$ cat src/rtl/bin_to_bcd_serial.sv
// Serial double-dabble binary-to-BCD converter.
// One input bit is consumed per clock; the result is published as four packed
// BCD digits, plus an overflow flag when the value needs a fifth digit.
module bin_to_bcd_serial #(
  parameter int WIDTH = 16
) (
  input  logic             clk_pi,
  input  logic             rst_pi,
  input  logic             start_pi,
  input  logic [WIDTH-1:0] bin_pi,
  output logic             busy_po,
  output logic             done_po,
  output logic [15:0]      bcd_po,
  output logic             ovf_po
);

  localparam int DIGITS = 5;
  localparam int BCD_W  = DIGITS * 4;
  localparam int SR_W   = BCD_W + WIDTH;
  localparam int CW     = $clog2(WIDTH + 1);
  // Below 14 bits the largest input is 8191, so a fifth digit can never appear.
  localparam bit OVF_POSSIBLE = (WIDTH >= 14);

  typedef enum logic [1:0] {
    IDLE  = 2'd0,
    SHIFT = 2'd1,
    DONE  = 2'd2
  } state_t;

  state_t          state_reg, state_next;
  logic [SR_W-1:0] shift_reg;
  logic [SR_W-1:0] adj;
  logic [CW-1:0]   count_reg;
  logic            busy_reg, done_reg, ovf_reg;
  logic [15:0]     bcd_reg;

  // Output-process decodes
  logic            load, shift_en, publish;
  logic            busy_next;

  // Per-digit "add 3 when >= 5" correction ahead of each shift; binary part passes through.
  assign adj[WIDTH-1:0] = shift_reg[WIDTH-1:0];
  generate
    for (genvar gi = 0; gi < DIGITS; gi++) begin : g_adj
      always_comb begin
        if (shift_reg[WIDTH + gi*4 +: 4] >= 4'd5)
          adj[WIDTH + gi*4 +: 4] = shift_reg[WIDTH + gi*4 +: 4] + 4'd3;
        else
          adj[WIDTH + gi*4 +: 4] = shift_reg[WIDTH + gi*4 +: 4];
      end
    end
  endgenerate

  // State register.
  always_ff @(posedge clk_pi) begin
    if (rst_pi) state_reg <= IDLE;
    else        state_reg <= state_next;
  end

  // Next-state logic: SHIFT leaves once the last bit has gone through.
  always_comb begin
    state_next = state_reg;
    case (state_reg)
      IDLE:    if (start_pi) state_next = SHIFT;
      SHIFT:   if (count_reg == CW'(1)) state_next = DONE;
      DONE:    state_next = IDLE;
      default: state_next = IDLE;
    endcase
  end

  // Output/control decode from the current state.
  always_comb begin
    load      = (state_reg == IDLE) && start_pi;
    shift_en  = (state_reg == SHIFT);
    publish   = (state_reg == DONE);
    busy_next = (state_reg == SHIFT);
  end

  // Datapath and registered outputs.
  always_ff @(posedge clk_pi) begin
    if (rst_pi) begin
      shift_reg <= '0;
      count_reg <= '0;
      busy_reg  <= 1'b0;
      done_reg  <= 1'b0;
      bcd_reg   <= 16'h0000;
      ovf_reg   <= 1'b0;
    end else begin
      busy_reg <= busy_next;
      done_reg <= publish;
      if (load) begin
        shift_reg <= {{BCD_W{1'b0}}, bin_pi};
        count_reg <= CW'(WIDTH);
      end else if (shift_en) begin
        shift_reg <= {adj[SR_W-2:0], 1'b0};
        count_reg <= count_reg - CW'(1);
      end
      if (publish) begin
        bcd_reg <= shift_reg[WIDTH +: 16];
        ovf_reg <= OVF_POSSIBLE && (shift_reg[WIDTH + 16 +: 4] != 4'd0);
      end
    end
  end

  assign busy_po = busy_reg;
  assign done_po = done_reg;
  assign bcd_po  = bcd_reg;
  assign ovf_po  = ovf_reg;

endmodule
$ cat config.mk
export PLATFORM = sky130hd
export DESIGN_NAME = bin_to_bcd_serial
export DESIGN_NICKNAME = d
export VERILOG_FILES = /design/src/rtl/bin_to_bcd_serial.sv
export SDC_FILE = /design/constraint.sdc
export NUM_CORES = 1
export LEC_CHECK = 0
export ABC_CLOCK_PERIOD_IN_PS = 2600
export BUFFER_PORTS_ARGS = -buffer_cell sky130_fd_sc_hd__buf_4
export CAP_MARGIN = 20
export CORE_MARGIN = 10
export CORE_UTILIZATION = 50
export DETAILED_ROUTE_END_ITERATION = 8
export GPL_ROUTABILITY_DRIVEN = 1
export PLACE_DENSITY = 0.69
export SYNTH_ARGS = -nofsm -noshare
export SYNTH_HDL_FRONTEND = slang
export SYNTH_SLANG_ARGS = --single-unit
$ cat constraint.sdc
create_clock -name clk_pi -period 2.6 [get_ports clk_pi]
set_clock_uncertainty 0.05 [all_clocks]
set_input_delay 0.39 -clock clk_pi [delete_from_list [all_inputs] [get_ports clk_pi]]
set_output_delay 0.39 -clock clk_pi [all_outputs]
set_load 0.02 [all_outputs]
; ---- Word level (Yosys, flattened, before mapping)
; Index checks and enable logic that the tools add are counted.
[totals]
reg_bits = 62
in_bits = 19
out_inout_bits = 19
elab_cells = 43
[op_classes]
addsub = 6
magnitude_cmp = 5
n_eq_ne = 5
mux = 12
n_reduce_logical = 6
[ops]
columns = operator, n
row1 = two-way mux 16 bit, 2
row2 = ">= comparator 4 x 3 -> 1 bit, second input constant", 5
row3 = "adder 4 x 2 -> 4 bit, second input constant", 4
row4 = two-way mux 4 bit, 4
row5 = two-way mux 5 bit, 2
row6 = "equality test 5 x 1 -> 1 bit, second input constant", 1
row7 = "subtractor 5 x 1 -> 5 bit, second input constant", 1
row8 = two-way mux 2 bit, 2
row9 = case mux 2 bit (2 select lines), 1
row10 = nonzero test 4 bit, 1
row11 = "adder 3 x 2 -> 3 bit, second input constant", 1
row12 = two-way mux 3 bit, 1
row13 = "equality test 2 x 1 -> 1 bit, second input constant", 1
row14 = "equality test 2 bit, second input constant", 1
row15 = logical NOT 2 bit, 1
row16 = "!= test 2 x 1 -> 1 bit, second input constant", 1
row17 = "!= test 2 bit, second input constant", 1
row18 = AND reduction 2 bit, 1
row19 = nonzero test 2 bit, 1
row20 = OR reduction 2 bit, 1
row21 = logical AND 1 bit, 1

; ---- Logic depth before layout (Yosys ltp)
; Gate-level depths: netlist of the first run.
[logic_depth]
ltp_word = 3
mapped_depth = 6
mapped_depth_nobuf = 6

; ---- Worst setup path after synthesis of the first run
; No wires, ideal clock.
[synth_path]
kind = register -> register
start = reg shift_reg[17]
end = reg shift_reg[17]
setup_ps = 70
arrival_ps = 1279
required_ps = 2480
setup_slack_ps = 1201
path_stages_with_launch = 7
path_buffers = 0
period_less_slack_ps = 1399
cell_sequence = dfxtp_1 > inv_1 > ha_1 > nand2b_1 > a2111oi_0 > a41oi_1 > a21oi_1
[synth_between]
elab_chain_len = 2
[synth_rtl]
columns = item, line_no
row1 = "start, declared", 31  ; logic [SR_W-1:0] shift_reg;
row2 = "start signal, assigned", 92  ; shift_reg <= {{BCD_W{1'b0}}, bin_pi};
row3 = "start signal, assigned", 95  ; shift_reg <= {adj[SR_W-2:0], 1'b0};
row4 = >= comparator 4 x 3 -> 1 bit, 46  ; if (shift_reg[WIDTH + gi*4 +: 4] >= 4'd5)
row5 = two-way mux 4 bit, 46
; Every way passes these cells.
; A chain may end at the register's enable or synchronous reset.

; ---- Worst setup path in the final report of the first run
[layout_path]
start = reg state_reg[0]
end = reg shift_reg[21]
[layout_between]
elab_chain_len = 3
elab_cells_between_ends = 4
cone_classes = eq/ne: 1 / reduce/logical: 3
[layout_rtl]
columns = item, line_no
row1 = "start, declared", 30  ; state_t state_reg, state_next;
row2 = "start signal, assigned", 57  ; else state_reg <= state_next;
row3 = logical NOT 2 bit, 73  ; load = (state_reg == IDLE) && start_pi;
row4 = logical AND 1 bit, 73
row5 = OR reduction 2 bit (no line), --
; Several ways; a longest one is shown, not always the timed one.

==> flow_metrics.env, run 1 <==
export IMPL_ios=38
export IMPL_criticalPathCategory="flip-flop to flip-flop"
export IMPL_power_frac_comb_pct=11.1
export IMPL_min_delay_worst_endpoint="shift_reg[0]"
export IMPL_slew_headroom_pct=52.5
export IMPL_area_growth_pct=14.2
export IMPL_critPathLaunchType="flip-flop"
export IMPL_timing_critical_path_slowest_stage_cell="sky130_fd_sc_hd__nor2b_4"
export IMPL_biggest_area_consumer_among_synthesized_cells="sky130_fd_sc_hd__dfxtp_1"
export IMPL_setup_total_negative_slack_ps=0
export IMPL_final_cell_count_no_fill=426
export IMPL_average_vias_per_placed_instance=5.38
export IMPL_dr_total_vias=2292
export IMPL_ys_seq_elements=62
export IMPL_grt_start_max_net_pins=44
export IMPL_critPathTopFamily="simple AND/OR/NAND/NOR gates"
export IMPL_synth_warnings=0
export IMPL_critical_path_arrival_ps=1830
export IMPL_netlist_instances=324
export IMPL_totalPowerFinal_w=0.00192
export IMPL_cp_buffers_inverters=1
export IMPL_largest_register_ff_count=36
export IMPL_clk_root_buffer_cell="sky130_fd_sc_hd__clkbuf_8"
export IMPL_min_from="bin_pi[0]"
export IMPL_drive_gt1_share_pct=17.2
export IMPL_nFillCells=513
export IMPL_yosys_cell_count_top_type="sky130_fd_sc_hd__dfxtp_1"
export IMPL_hold_path_class="input pin to flip-flop"
export IMPL_grt_overflow_total=0
export IMPL_netlist_top_cells_count="62 x sky130_fd_sc_hd__dfxtp_1, 52 x sky130_fd_sc_hd__nand2_1, 47 x sky130_fd_sc_hd__a21oi_1"
export IMPL_clk_latency_worst_skew_pair_ps=330
export IMPL_dieWidth_um=95.0
export IMPL_placed_cells_incl_taps=412
export IMPL_post_route_drc_count=0
export IMPL_final_antenna_net_count=0
export IMPL_weighted_congestion_at_the_end_of_routability_driven_global_placement=0.823
export IMPL_clock_sinks=62
export IMPL_synth_seq_area_share_pct=44.1
export IMPL_dieArea_sq_um=9030
export IMPL_finish_net_count=383
export IMPL_syn_cell_area_sq_um=2820
export IMPL_place_ws_ps=877
export IMPL_reg_to_reg_end="shift_reg[21]"
export IMPL_ys_top_cells_by_area="sky130_fd_sc_hd__dfxtp_1 44%, sky130_fd_sc_hd__a21oi_1 8.4%, sky130_fd_sc_hd__nand2_1 6.9%"
export IMPL_timing_max_cap_violations=0
export IMPL_final_setup_viol_count=0
export IMPL_endpoint_kind="flip-flop"
export IMPL_antenna_found_initial=0
export IMPL_cts_buffer_depth=2
export IMPL_fin_worst_hold_slack_ps=270
export IMPL_tightestPinTransition_ps=712
export IMPL_vdd_drop_max_mv=0.334
export IMPL_timing_critical_path_depth=5
export IMPL_postRouteWirelength_um=5750
export IMPL_synth_fp_nets=356
export IMPL_power_share_sequential_pct=52.7
export IMPL_cts_resized_gates=0
export IMPL_timing_reg2reg_worst_path_depth=5
export IMPL_buffer_ports_inserted=37
export IMPL_post_synth_top_area_fraction_pct=44.1
export IMPL_cell_internal_pwr_w=0.00143
export IMPL_avgRoutedWirePerCell_um=13.5
export IMPL_hpwl_um=3950
export IMPL_clockPowerShare_pct=36.3
export IMPL_timing_max_transition_violations_final=0
export IMPL_power_per_cell_area_nw_per_um2=596
export IMPL_drtPass1Iterations=5
export IMPL_outcome="completed"
export IMPL_synth_edf_count=0
export IMPL_die_h_um=95.0
export IMPL_timing_hold_worst_path_depth=3
export IMPL_gr_usage_all_layers_pct=13.3
export IMPL_cts_tree="built"
export IMPL_synth_flop_cell="sky130_fd_sc_hd__dfxtp_1"
export IMPL_initial_utilization_pct=51.4
export IMPL_synth_async_reset_ratio_pct=0
export IMPL_finalWorstSetupSlack_ps=906
export IMPL_layout_min_cycle_time_ps=1690
export IMPL_cts_setup_buffers=0
export IMPL_p_sw_share_pct=25.5
export IMPL_worstPathRequired_ps=2740
export IMPL_num_rows=27
export IMPL_power_leakage_nw=1.23
export IMPL_crit_fanout=18
export IMPL_placeableCoreArea_sq_um=5470
export IMPL_synth_area_per_cell_sq_um=8.69
export IMPL_via_count_of_the_first_global_routing_pass=2185
export IMPL_clkTransAtPathRegs_ps=60
export IMPL_p_sw_w=0.000489
export IMPL_critical_path_max_stage_delay_ps=460
export IMPL_hold_bufs_inserted_after_cts=0
export IMPL_initialDrtViolationCount=110
export IMPL_layout_worst_path_cycle_share_pct=65.2
export IMPL_reg2reg_from="state_reg[0]"
export IMPL_clock_tree_htree_level_count=3
export IMPL_cells_along_the_critical_path="nor2b_4 -> buf_4 -> nor2_1 -> a31oi_1 -> a21oi_1"
export IMPL_wire_length_of_the_first_global_routing_pass_um=9760
export IMPL_final_hold_viol_count=0
export IMPL_grt_setup_unrepaired="false"
export IMPL_synth_cell_type_count=40
export IMPL_antenna_cells=0
export IMPL_reg_to_reg_setup_timing_slack_ps=910
export IMPL_max_clock_freq_mhz=590
export IMPL_cts_made_buffers=9
[final cells by class]
cell class | instances | area (sq um) | area share (%)
repair buffers | 41 | 308 | 9.57
clock inverters | 2 | 10.0 | 0.311
clock buffers | 12 | 145 | 4.51
flip-flops and latches | 62 | 1240 | 38.6
inverters | 12 | 45.0 | 1.40
multi-input cells | 225 | 1380 | 42.8
well taps | 72 | 90.1 | 2.80
[stage by stage]
| stage | cell area, sq um | utilization (%) |
|---|---|---|
| finish | 3220 | 58.8 |
| global route | 3220 | 58.8 |
| CTS | 3220 | 58.8 |
| detailed placement | 3060 | 55.9 |
| global placement | 3060 | 55.9 |
| floorplan | 2820 | - |
[power by group through the flow]
stage / logic, W / clock network (W) / registers (W)
after detailed placement: 0.000213 / 0 / 0.00103
after CTS: 0.000214 / 0.000715 / 0.00101
after global routing: 0.000239 / 0.000755 / 0.00101
after floorplan: 0.000172 / 0 / 0.00103
after global placement: 0.000211 / 0 / 0.00103
final: 0.000212 / 0.000695 / 0.00101
[worst min-delay path, stage by stage]
cell	delay, ps
sky130_fd_sc_hd__buf_4	110
sky130_fd_sc_hd__nand2_1	50
sky130_fd_sc_hd__a21oi_1	50
[metal layers]
| layer | part of all wire, % | routed length, um | track usage [%] | vias up |
|---|---|---|---|---|
| met4 | 1.6 | 90 | 6.86 | 0 |
| met1 | 47 | 2690 | 16.0 | 1056 |
| li1 | - | - | - | 1184 |
| met2 | 46 | 2660 | 21.1 | 44 |
| met5 | 0 | 0 | 0 | - |
| met3 | 5.4 | 311 | 4.16 | 8 |
[how the worst max path moves through the flow]
stage,endpoint,startpoint,slack (ps)
final,shift_reg[21],state_reg[0],910
after global routing,shift_reg[17],state_reg[0],750
after CTS,shift_reg[21],state_reg[0],910
after detailed placement,shift_reg[32],rst_pi,880
after global placement,shift_reg[20],rst_pi,910
after floorplan,shift_reg[17],shift_reg[17],1200
[cell usage in the layout, fill, tap and decap left out, types with 9 or more instances in the layout]
master,Yosys,final
sky130_fd_sc_hd__inv_1,12,12
sky130_fd_sc_hd__buf_4,4,41
sky130_fd_sc_hd__nor2_1,19,19
sky130_fd_sc_hd__a21oi_1,47,47
sky130_fd_sc_hd__a22oi_1,15,15
sky130_fd_sc_hd__nand2_1,52,52
sky130_fd_sc_hd__o21ai_0,9,9
sky130_fd_sc_hd__dfxtp_1,62,62
sky130_fd_sc_hd__a211oi_1,10,10
sky130_fd_sc_hd__ha_1,13,13
sky130_fd_sc_hd__clkbuf_8,0,10
[cell families after synthesis]
family	synth area share (%)
adders and majority gates	5.78
buffers and inverters	7.02
AOI/OAI and AO/OA	22.2
xor gates and xnor gates	1.24
and+or+nand+nor	17.6
muxes	2.13
DFF	44.1
Note: power is estimated with default switching activity, not from simulation.
==> inputs of run 2 (changes only) <==
ABC_CLOCK_PERIOD_IN_PS = 1450   (was 2600)
PLACE_DENSITY = 0.72   (was 0.69)
clock period = 1.45 ns   (was 2.6 ns; I/O delays follow)
==> run 2 against run 1 <==
Effect of this change: highest routed layer unchanged; largest power group unchanged; routed wire length is 18% higher; combinational power grew to 2.8 times the previous value; non-clock buffer count is 43 higher.
==> flow_metrics.env, run 2 (same netlist as run 1, synthesis figures left out) <==
export IMPL_slew_headroom_pct=74.5
export IMPL_final_setup_viol_count=0
export IMPL_area_growth_pct=35.3
export IMPL_grt_overflow_total=0
export IMPL_vdd_drop_max_mv=0.677
export IMPL_buffer_ports_inserted=37
export IMPL_hold_bufs_inserted_after_cts=0
export IMPL_tightestPinTransition_ps=379
export IMPL_gr_usage_all_layers_pct=14.6
export IMPL_timing_max_transition_violations_final=0
export IMPL_grt_setup_unrepaired="true"
export IMPL_placeableCoreArea_sq_um=5470
export IMPL_layout_common_cells="79 x sky130_fd_sc_hd__buf_4, 52 x sky130_fd_sc_hd__nand2_1, 51 x sky130_fd_sc_hd__dfxtp_1"
export IMPL_endpoint_kind="flip-flop"
export IMPL_initialDrtViolationCount=99
export IMPL_clock_tree_htree_level_count=3
export IMPL_min_from="rst_pi"
export IMPL_clk_root_buffer_cell="sky130_fd_sc_hd__clkbuf_8"
export IMPL_reg2reg_from="shift_reg[17]"
export IMPL_critical_path_endpoint="shift_reg[17]"
export IMPL_via_count_of_the_first_global_routing_pass=2395
export IMPL_clk_latency_worst_skew_pair_ps=340
export IMPL_cts_buffer_depth=2
export IMPL_finish_net_count=427
export IMPL_cts_made_buffers=9
export IMPL_timing_critical_path_depth=6
export IMPL_dr_total_vias=2524
export IMPL_layout_worst_path_cycle_share_pct=97.7
export IMPL_power_per_cell_area_nw_per_um2=976
export IMPL_clock_sinks=62
export IMPL_initial_utilization_pct=51.4
export IMPL_hpwl_um=4530
export IMPL_dieWidth_um=95.0
export IMPL_most_common_library_cell_in_the_layout_ignoring_fill_and_taps="sky130_fd_sc_hd__buf_4"
export IMPL_antenna_cells=0
export IMPL_finalWorstSetupSlack_ps=33.4
export IMPL_critPathLaunchType="flip-flop"
export IMPL_reg_to_reg_end="shift_reg[17]"
export IMPL_final_antenna_net_count=0
export IMPL_timing_critical_path_slowest_stage_cell="sky130_fd_sc_hd__a2111oi_4"
export IMPL_critical_path_max_stage_delay_ps=370
export IMPL_final_hold_viol_count=0
export IMPL_drtPass1Iterations=4
export IMPL_critical_path_arrival_ps=1630
export IMPL_grt_start_max_net_pins=22
export IMPL_dieArea_sq_um=9030
export IMPL_placed_cells_incl_taps=444
export IMPL_setup_total_negative_slack_ps=0
export IMPL_timing_reg2reg_worst_path_depth=6
export IMPL_post_route_drc_count=0
export IMPL_placement_cell_area_sq_um=3340
export IMPL_cts_tree="built"
export IMPL_fin_area_sq_um=3810
export IMPL_num_rows=27
export IMPL_average_vias_per_placed_instance=5.38
export IMPL_weighted_congestion_at_the_end_of_routability_driven_global_placement=0.842
export IMPL_cp_buffers_inverters=1
export IMPL_timing_max_cap_violations=0
export IMPL_die_h_um=95.0
export IMPL_criticalPathCategory="flip-flop to flip-flop"
export IMPL_ios=38
export IMPL_cells_along_the_critical_path="inv_2 -> ha_2 -> nand2b_4 -> a2111oi_4 -> a41oi_2 -> a21oi_1"
export IMPL_antenna_found_initial=0
export IMPL_startpoint="shift_reg[17]"
export IMPL_final_cell_count_no_fill=469
export IMPL_hold_path_class="input pin to flip-flop"
export IMPL_layout_min_cycle_time_ps=1420
export IMPL_crit_fanout=4
export IMPL_wire_length_of_the_first_global_routing_pass_um=10700
export IMPL_clkTransAtPathRegs_ps=60
export IMPL_outcome="completed"
export IMPL_avgRoutedWirePerCell_um=14.5
export IMPL_fin_util_pct=69.6
export IMPL_max_clock_freq_mhz=706
export IMPL_power_leakage_nw=1.49
export IMPL_largest_register_ff_count=36
export IMPL_critPathTopFamily="compound AO/OA/AOI/OAI gates"
export IMPL_reg_to_reg_setup_timing_slack_ps=30
export IMPL_place_ws_ps=-85.8
export IMPL_worstPathRequired_ps=1660
export IMPL_drive_gt1_share_pct=36.5
export IMPL_postRouteWirelength_um=6800
## run 2: cell types whose count changed in the layout (fill, tap and decap cells not counted), sizes merged
cell / change
nand2b: +1
clkbuf: -1
buf: +43
## run 2: layer usage
layer	share of wire [%]	up-vias	GRT usage (%)
li1	-	1273	-
met1	45	1181	17.4
met2	48	57	23.7
met3	5.0	13	3.93
met4	1.7	0	7.61
met5	0	-	0
## run 2: where the power goes
group          leakage (nW)  switching (W)  internal, W
combinational         0.893       0.000297     0.000298
sequential            0.509      0.0000433      0.00177
clock                0.0869       0.000633     0.000679
total                  1.49       0.000973      0.00274
## run 2: repair_timing
action,4_1_cts,5_1_grt
setup buffers,1,10
pin swaps,3,12
resized for setup,13,40
cloned,0,1
endpoints found under the setup margin,9,29
## run 2: worst min-delay path by stage
stage,cells after the start,endpoint,slack [ps]
after floorplan,2,shift_reg[0],300
after global placement,2,shift_reg[16],390
after detailed placement,2,shift_reg[14],400
after CTS,2,count_reg[4],80
after global routing,3,shift_reg[0],100
final,2,count_reg[4],90
## run 2: final cells by class
type / count / area, sq um
Multi-Input combinational cell: 226 / 1570
Sequential cell: 62 / 1260
Clock inverter: 2 / 10.0
Timing Repair Buffer: 84 / 684
Clock buffer: 11 / 151
Fill cell: 450 / 1660
Tap cell: 72 / 90.1
Inverter: 12 / 47.5
## run 2: per-stage QoR
| step | hold WS, ps | total power [W] |
|---|---|---|
| after global placement | 391 | 0.00231 |
| after CTS | 82.5 | 0.00364 |
| after global routing | 102 | 0.00387 |
| after floorplan | 304 | 0.00215 |
| final | 88.9 | 0.00372 |
| after detailed placement | 397 | 0.00233 |
==> inputs of run 3 (changes only) <==
ABC_CLOCK_PERIOD_IN_PS = 1800   (was 1450)
PLACE_DENSITY = 0.69   (was 0.72)
SLEW_MARGIN = 20   (was default)
clock period = 1.8 ns   (was 1.45 ns; I/O delays follow)
==> run 3 against run 2 <==
Effect of this change: worst hold slack improved by 42 ps; first-iteration DRC count rose by 11%; sequential power is 19% lower; critical path type unchanged; die area unchanged; clock power rose by 11%.
==> flow_metrics.env, run 3 (same netlist as run 1, synthesis figures left out) <==
export IMPL_grt_setup_unrepaired="false"
export IMPL_critPathTopFamily="compound AO/OA/AOI/OAI gates"
export IMPL_timing_max_cap_violations=0
export IMPL_critical_path_max_stage_delay_ps=470
export IMPL_fin_area_sq_um=3330
export IMPL_cts_tree="built"
export IMPL_placement_cell_area_sq_um=3100
export IMPL_gr_usage_all_layers_pct=14.5
export IMPL_outcome="completed"
export IMPL_vdd_drop_max_mv=0.653
export IMPL_dieWidth_um=95.0
export IMPL_drtPass1Iterations=4
export IMPL_ios=38
export IMPL_hold_bufs_inserted_after_cts=0
export IMPL_setup_total_negative_slack_ps=0
export IMPL_layout_worst_path_cycle_share_pct=91.1
export IMPL_critical_path_arrival_ps=1860
export IMPL_power_leakage_nw=1.29
export IMPL_largest_register_ff_count=36
export IMPL_grt_start_max_net_pins=25
export IMPL_criticalPathCategory="flip-flop to flip-flop"
export IMPL_clock_sinks=62
export IMPL_antenna_found_initial=0
export IMPL_crit_fanout=5
export IMPL_dieArea_sq_um=9030
export IMPL_placed_cells_incl_taps=416
export IMPL_clkTransAtPathRegs_ps=70
export IMPL_average_vias_per_placed_instance=5.45
export IMPL_timing_hold_worst_path_depth=3
export IMPL_cts_resized_gates=0
export IMPL_cts_buffer_depth=2
export IMPL_tightestPinTransition_ps=712
export IMPL_area_growth_pct=18.4
export IMPL_finalWorstSetupSlack_ps=160
export IMPL_placeableCoreArea_sq_um=5470
export IMPL_final_setup_viol_count=0
export IMPL_timing_critical_path_depth=6
export IMPL_wire_length_of_the_first_global_routing_pass_um=10500
export IMPL_final_cell_count_no_fill=432
export IMPL_num_rows=27
export IMPL_cts_setup_buffers=0
export IMPL_initialDrtViolationCount=110
export IMPL_hold_path_class="input pin to flip-flop"
export IMPL_critPathLaunchType="flip-flop"
export IMPL_initial_utilization_pct=51.4
export IMPL_postRouteWirelength_um=6210
export IMPL_slew_headroom_pct=52.5
export IMPL_final_antenna_net_count=0
export IMPL_layout_common_cells="62 x sky130_fd_sc_hd__dfxtp_1, 52 x sky130_fd_sc_hd__nand2_1, 47 x sky130_fd_sc_hd__a21oi_1"
export IMPL_layout_min_cycle_time_ps=1640
export IMPL_final_hold_viol_count=0
export IMPL_power_per_cell_area_nw_per_um2=973
export IMPL_buffer_ports_inserted=37
export IMPL_timing_critical_path_slowest_stage_cell="sky130_fd_sc_hd__a2111oi_0"
export IMPL_clk_root_buffer_cell="sky130_fd_sc_hd__clkbuf_8"
export IMPL_die_h_um=95.0
export IMPL_clock_tree_htree_level_count=3
export IMPL_cells_along_the_critical_path="inv_1 -> ha_1 -> nand2b_1 -> a2111oi_0 -> a41oi_1 -> a21oi_1"
export IMPL_max_clock_freq_mhz=610
export IMPL_place_ws_ps=180
export IMPL_avgRoutedWirePerCell_um=14.4
export IMPL_clk_latency_worst_skew_pair_ps=350
export IMPL_timing_reg2reg_worst_path_depth=6
export IMPL_post_route_drc_count=0
export IMPL_drive_gt1_share_pct=18.3
export IMPL_hpwl_um=4160
export IMPL_fin_util_pct=60.9
export IMPL_finish_net_count=387
export IMPL_timing_max_transition_violations_final=0
export IMPL_cts_made_buffers=9
export IMPL_antenna_cells=0
export IMPL_dr_total_vias=2353
export IMPL_via_count_of_the_first_global_routing_pass=2362
export IMPL_nFillCells=495
export IMPL_grt_overflow_total=0
export IMPL_cp_buffers_inverters=1
export IMPL_worstPathRequired_ps=2020
export IMPL_endpoint_kind="flip-flop"
export IMPL_weighted_congestion_at_the_end_of_routability_driven_global_placement=0.771
export IMPL_most_common_library_cell_in_the_layout_ignoring_fill_and_taps="sky130_fd_sc_hd__dfxtp_1"
run 3: cell count changes in the layout (fill, tap and decap cells not counted), sizes merged:
cell,before,now
clkinv,2,1
nand2b,8,7
buf,84,45
bufinv,0,3
clkbuf,11,12
run 3: per-layer routing:
metal | share of wire, % | vias up | GRT usage (%)
li1 | - | 1194 | -
met1 | 44 | 1097 | 16.8
met2 | 48 | 53 | 23.3
met3 | 6.8 | 9 | 5.03
met4 | 1.9 | 0 | 7.23
met5 | 0 | - | 0
run 3: power by group:
part           total [W]  switching [W]  internal (W)
registers        0.00146      0.0000348       0.00142
clock network    0.00146       0.000542      0.000920
logic           0.000326       0.000192      0.000133
total            0.00324       0.000769       0.00247
run 3: worst min-delay path, cell delays in order:
cell	delay (ps)
sky130_fd_sc_hd__buf_4	110
sky130_fd_sc_hd__nand2_1	50
sky130_fd_sc_hd__a21oi_1	50
run 3: cell type report:
type / count / area (sq um) / area share, %
tap: 72 / 90.1 / 2.70
clock buffer: 12 / 135 / 4.05
clock inverter: 4 / 95.1 / 2.85
inverter: 12 / 45.0 / 1.35
multi-input combinational: 225 / 1380 / 41.3
timing repair buffer: 45 / 350 / 10.5
sequential: 62 / 1240 / 37.2
run 3: final timing paths:
path            startpoint  slack, ps       endpoint
max          shift_reg[24]        160  shift_reg[25]
max reg2reg  shift_reg[24]        160  shift_reg[25]
min reg2reg  shift_reg[15]        400  shift_reg[16]
min              bin_pi[0]        130   shift_reg[0]
run 3: metrics by stage:
step	total power [W]	hold slack, ps
final	0.00324	130
after global routing	0.00336	147
after CTS	0.00326	128
after detailed placement	0.00181	397
after global placement	0.00181	393
after floorplan	0.00173	356
